===== config.mk =====
export PLATFORM = sky130hd
export DESIGN_NAME = rsa_link_rx
export DESIGN_NICKNAME = d
export VERILOG_FILES = /design/src/rtl/rsa_link_pkg.sv /design/src/rtl/rsa_link_timer.sv /design/src/rtl/rsa_link_rx.sv
export SDC_FILE = /design/constraint.sdc
export NUM_CORES = 1
export LEC_CHECK = 0
export ABC_AREA = 1
export BUFFER_PORTS_ARGS = -buffer_cell sky130_fd_sc_hd__buf_2
export CORE_MARGIN = 10
export CORE_UTILIZATION = 40
export CTS_CLUSTER_DIAMETER = 50
export DETAILED_ROUTE_END_ITERATION = 10
export PLACE_DENSITY = 0.68
export RECOVER_POWER = 25
export SLEW_MARGIN = 40
export SYNTH_ARGS = -nofsm -noshare
export SYNTH_HDL_FRONTEND = slang
export SYNTH_HIERARCHICAL = 1
export SYNTH_SLANG_ARGS = --single-unit

===== constraint.sdc =====
create_clock -name clk -period 4.6 [get_ports clk]
set_input_delay 0.92 -clock clk [delete_from_list [all_inputs] [get_ports clk]]
set_output_delay 0.92 -clock clk [all_outputs]
set_load 0.02 [all_outputs]

===== src/rtl/rsa_link_pkg.sv =====
// Shared types and constants for the byte-serial RSA ciphertext link.
// Contents: receiver state enum, SOF marker default, payload geometry.
package rsa_link_pkg;

  localparam int unsigned RSA_DATA_W      = 64;
  localparam int unsigned RSA_FRAME_BYTES = 8;
  localparam int unsigned RSA_CNT_W       = $clog2(RSA_FRAME_BYTES);
  localparam logic [7:0]  RSA_SOF_DEFAULT = 8'hA5;

  typedef enum logic [1:0] {
    IDLE    = 2'd0,
    PAYLOAD = 2'd1,
    CHK     = 2'd2,
    DELIVER = 2'd3
  } state_t;

endpackage


===== src/rtl/rsa_link_timer.sv =====
// Inter-byte timeout counter for the link receiver.
// Ports:
//   clk, rst  - clock, synchronous active-high reset
//   clear     - zero the counter (has priority over run)
//   run       - count one idle cycle
//   expired   - counter has reached TIMEOUT (held there until cleared)
module rsa_link_timer #(
  parameter int unsigned TIMEOUT = 255
) (
  input  logic clk,
  input  logic rst,
  input  logic clear,
  input  logic run,
  output logic expired
);

  localparam int unsigned TW = (TIMEOUT < 1) ? 1 : $clog2(TIMEOUT + 1);

  logic [TW-1:0] count;

  assign expired = (count == TW'(TIMEOUT));

  // Saturate at TIMEOUT so a long stall never wraps back to a small value.
  always_ff @(posedge clk) begin
    if (rst) begin
      count <= '0;
    end else if (clear) begin
      count <= '0;
    end else if (run && !expired) begin
      count <= count + TW'(1);
    end
  end

endmodule


===== src/rtl/rsa_link_rx.sv =====
// Byte-serial ciphertext receiver feeding the RSA decryptor.
// Frame: SOF_BYTE, 8 payload bytes MSB first, optional XOR checksum byte.
// Build option: define RSA_LINK_CHKSUM_EN to add the checksum byte / CHK state.
// Ports:
//   clk, rst           - clock, synchronous active-high reset
//   rx_byte, rx_valid  - link data in; accepted when rx_valid && rx_ready
//   rx_ready           - combinational: key_ready && not delivering
//   key_ready          - public key published; gates acceptance
//   dec_ready          - decryptor can take a ciphertext
//   encrypted_message  - delivered ciphertext; shows the new value in the
//                        strobe cycle, holds it afterwards
//   msg_received_sig   - combinational one-cycle delivery strobe
//   frame_err          - registered pulse on checksum error or timeout
//   err_count          - saturating error counter
module rsa_link_rx
  import rsa_link_pkg::*;
#(
  parameter logic [7:0]  SOF_BYTE = RSA_SOF_DEFAULT,
  parameter int unsigned TIMEOUT  = 255
) (
  input  logic                  clk,
  input  logic                  rst,
  input  logic [7:0]            rx_byte,
  input  logic                  rx_valid,
  output logic                  rx_ready,
  input  logic                  key_ready,
  input  logic                  dec_ready,
  output logic [RSA_DATA_W-1:0] encrypted_message,
  output logic                  msg_received_sig,
  output logic                  frame_err,
  output logic [7:0]            err_count
);

  localparam logic [RSA_CNT_W-1:0] LAST_IDX = RSA_CNT_W'(RSA_FRAME_BYTES - 1);
`ifdef RSA_LINK_CHKSUM_EN
  localparam state_t AFTER_PAYLOAD = CHK;
`else
  localparam state_t AFTER_PAYLOAD = DELIVER;
`endif

  state_t                state, state_nxt;
  logic [RSA_CNT_W-1:0]  cnt, cnt_nxt;
  logic [RSA_DATA_W-1:0] asm_reg, asm_nxt;
  logic [RSA_DATA_W-1:0] msg_q;
  logic                  accept;
  logic                  err_pulse;
  logic                  tmr_clear;
  logic                  tmr_run;
  logic                  tmr_expired;
`ifdef RSA_LINK_CHKSUM_EN
  logic [7:0]            xor_q, xor_nxt;
`endif

  assign rx_ready          = key_ready && (state != DELIVER);
  assign accept            = rx_valid && rx_ready;
  assign msg_received_sig  = (state == DELIVER) && dec_ready;
  // The decryptor samples the ciphertext with the strobe, so bypass the hold register then.
  assign encrypted_message = msg_received_sig ? asm_reg : msg_q;
  assign tmr_run           = (state == PAYLOAD) || (state == CHK);

  rsa_link_timer #(.TIMEOUT(TIMEOUT)) u_timer (
    .clk     (clk),
    .rst     (rst),
    .clear   (tmr_clear),
    .run     (tmr_run),
    .expired (tmr_expired)
  );

  // Next-state and datapath update; a byte arriving on the expiry cycle still counts.
  always_comb begin
    state_nxt = state;
    cnt_nxt   = cnt;
    asm_nxt   = asm_reg;
    err_pulse = 1'b0;
    tmr_clear = 1'b1;
`ifdef RSA_LINK_CHKSUM_EN
    xor_nxt   = xor_q;
`endif
    case (state)
      IDLE: begin
        if (accept && (rx_byte == SOF_BYTE)) begin
          state_nxt = PAYLOAD;
          cnt_nxt   = '0;
          asm_nxt   = '0;
`ifdef RSA_LINK_CHKSUM_EN
          xor_nxt   = 8'h00;
`endif
        end
      end
      PAYLOAD: begin
        tmr_clear = accept;
        if (accept) begin
          asm_nxt = {asm_reg[RSA_DATA_W-9:0], rx_byte};
          cnt_nxt = cnt + RSA_CNT_W'(1);
`ifdef RSA_LINK_CHKSUM_EN
          xor_nxt = xor_q ^ rx_byte;
`endif
          if (cnt == LAST_IDX) state_nxt = AFTER_PAYLOAD;
        end else if (tmr_expired) begin
          state_nxt = IDLE;
          err_pulse = 1'b1;
        end
      end
`ifdef RSA_LINK_CHKSUM_EN
      CHK: begin
        tmr_clear = accept;
        if (accept) begin
          if (rx_byte == xor_q) begin
            state_nxt = DELIVER;
          end else begin
            state_nxt = IDLE;
            err_pulse = 1'b1;
          end
        end else if (tmr_expired) begin
          state_nxt = IDLE;
          err_pulse = 1'b1;
        end
      end
`endif
      DELIVER: begin
        if (dec_ready) state_nxt = IDLE;
      end
      default: state_nxt = IDLE;
    endcase
  end

  // State, assembly and output registers.
  always_ff @(posedge clk) begin
    if (rst) begin
      state     <= IDLE;
      cnt       <= '0;
      asm_reg   <= '0;
      msg_q     <= '0;
      frame_err <= 1'b0;
      err_count <= 8'h00;
    end else begin
      state     <= state_nxt;
      cnt       <= cnt_nxt;
      asm_reg   <= asm_nxt;
      frame_err <= err_pulse;
      if (msg_received_sig) msg_q <= asm_reg;
      if (err_pulse && (err_count != 8'hFF)) err_count <= err_count + 8'd1;
    end
  end

`ifdef RSA_LINK_CHKSUM_EN
  // Running checksum of the payload bytes.
  always_ff @(posedge clk) begin
    if (rst) xor_q <= 8'h00;
    else     xor_q <= xor_nxt;
  end
`endif

endmodule


==> results.ini <==
[clock_tree]
tritoncts=done
root_driver=clkbuf_16
cts_max_level=4
resized_gates_after_cts=0
cts.clk_slew.worst_paths_ns=0.06
postCtsSetupBuffers=0
max-clock-path-buffers=2
cts_bufs_inserted=17
clock_latency_late_sink_ns=0.42
cts-hold-fix-buffers=0
clock_sinks=150

[route]
via_count=5763
1st_pass_router_iterations=4
drtIter0Drc=279
drt_wl_total_mm=16.1
post-route-drc-count=0
drtAntennaViolNets=0
post_drt_wl_per_cell_um=12.9
post_drt_via_cell_ratio=4.63

[logic_synthesis]
mappedNetlistArea_um2=6630
post_synth_num_cell_types=30
average_cell_area_after_synthesis_um2=6.89
synth_adder_area_share_pct=1.32
synth.yosys.warnings=6
syn_inst=961
post_synth_xor_area_fraction_pct=0.661
synth_simple_gate_area_share_pct=35.0
synth-seq-cells=150
postSynthNetCount=981
combinational_family_with_the_most_area_after_synthesis=simple AND/OR/NAND/NOR gates
synth_mux_area_share_pct=0
share_of_the_yosys_chip_area_belonging_to_registers_pct=45.3
synth_compound_gate_area_share_pct=7.50

[sta]
clock_skew_ns=0.00685
timing.final.ws_setup_ns=1.53
final_max_slew_viol_count=0
grt_setup_unrepaired=no
hold_violations=0
fin_tns_setup_ns=0
fmax_mhz=326
setup_viol_count_final=0
worstMarginPinSlew_ns=0.793
final.period_utilization_pct=66.6
slew-limit-headroom_pct=47.1
min_period_ns=3.07

[placement]
port_buffers=87
gpl.final_weighted_congestion=0.760
detailed_place.area_um2=7130
post-dp-hpwl_mm=10.2
preCtsSetupSlack_ns=1.51

[final_layout]
layout.cells.most_common=nor2_1
antenna_cells=0
final_cell_area_um2=7750
area_delta_synth_final_pct=17.1
layout_common_cells=214 x nor2_1, 181 x nand2_1, 150 x dfxtp_1
final_layout_size_suffix_gt1_share_pct=18.1
finish.net_count=1037

[critical_path]
worst_ep_required_time_ns=3.68
timing.setup.critical_path_class=flip-flop to output pin
nature_of_the_critical_path_startpoint=flip-flop
cp_max_fo=65
end_kind=output pin
cp.arrival_ns=2.15

[job]
cap_viol_max_count=0

[die]
core_area_um2=16100
rows=46
initial_utilization_pct=41.3
full_die_area_um2=22100
design.portCount=88
dieHeight_um=149
horizontal_extent_of_the_die_um=149

[global_routing]
number_of_global_route_vias_before_repair=5581
grt-ovfl-total=0
grt.met1_usage_pct=17.8
antenna_found_initial=0
grt.total_usage_pct=14.9
grt_first_pass_wirelength_mm=27.2
met3_track_demand_over_resource_in_global_routing_pct=3.94
grt-busiest-layer=met2
pin_count_of_the_biggest_net_entering_global_routing=73
gr-usage-met2_pct=25.0

[power]
power_density_over_the_cells_nw_per_um2=551
power_leakage_uw=0.00423
ir_drop_mv=0.296

[run_status]
run_status=complete, no violations

[worst_hold_path]
holdCritPathClass=flip-flop to flip-flop

synth_stat cells:
cell type  instances  area, um^2
buf_1              9        33.8
nand3b_2           1        11.3
nand4_1            2        12.5
xnor2_1            3        26.3
o21ai_1            3        15.0
nor3_1             3        15.0
buf_6              3        33.8
clkbuf_1          26        97.6
xor2_1             2        17.5
o21ai_0           65         325
dfxtp_1          150        3000
nand4_4            1        21.3
buf_4              6        45.0
inv_1            102         383
or2_0             18         113
o21bai_1           1        7.51
or2_2             47         294
a21oi_1           28         140
nor2_2             1        6.26
nor2_1           214         803
nand2_2            3        18.8
clkbuf_2           1        5.00
nand3_2            2        20.0
ha_1               7        87.6
o21ai_2            1        8.76
inv_2              4        15.0
nand3b_1           1        7.51
nand3_1           62         310
buf_2             13        65.1
nand2_1          182         683
kinds of logic after synthesis:
group / Yosys count
DFF: 150
and+or+nand+nor: 537
adders and majority gates: 7
xor gates and xnor gates: 5
AOI/OAI and AO/OA: 98
buffers and inverters: 164
final cells by class:
class                      count  area (um^2)
fill                        1631         8300
clock buffer                  21          480
sequential                   150         3000
inverter                     106          402
multi-input combinational    647         2960
clock inverter                 9          149
tap                          216          270
timing repair buffer          95          494
layer usage:
metal | wire length, um | share of wire [%]
met1 | 7470 | 46
met2 | 7610 | 47
met3 | 765 | 4.8
met4 | 227 | 1.4
met5 | 0 | 0
report_power, final:
group / leakage (uW) / switching [uW] / internal [uW]
registers: 0.00122 / 117 / 1480
clock network: 0.000315 / 526 / 956
logic: 0.00270 / 817 / 379
stage by stage:
step	instances	total power, uW	hold slack (ns)	utilization [%]
6_report	1244	4270	0.473	48.3
5_1_grt	1244	4560	0.493	48.3
4_1_cts	1244	4310	0.479	48.3
3_5_place_dp	1214	2820	0.464	44.4
3_3_place_gp	1214	2810	0.458	44.4
2_1_floorplan	961	2550	0.435	-
worst max-delay path, stage by stage, from the launching register on:
cell	delay, ns
dfxtp_1	0.36
ha_1	0.21
nand2_2	0.07
inv_1	0.06
buf_4	0.44
or2_2	0.20
o21ai_0	0.12
inv_1	0.08
buf_2	0.16
path summary, 6_finish.rpt:
kind / slack, ns / endpoint / cells past startpoint / start
setup / recovery: 1.53 / encrypted_message[3] / 8 / state[1]
setup reg to reg: 1.94 / err_count[6] / 8 / state[1]
hold / removal: 0.47 / asm_reg[57] / 2 / asm_reg[57]
hold reg to reg: 0.47 / asm_reg[57] / 2 / asm_reg[57]
Note: power is estimated with default switching activity, not from simulation.
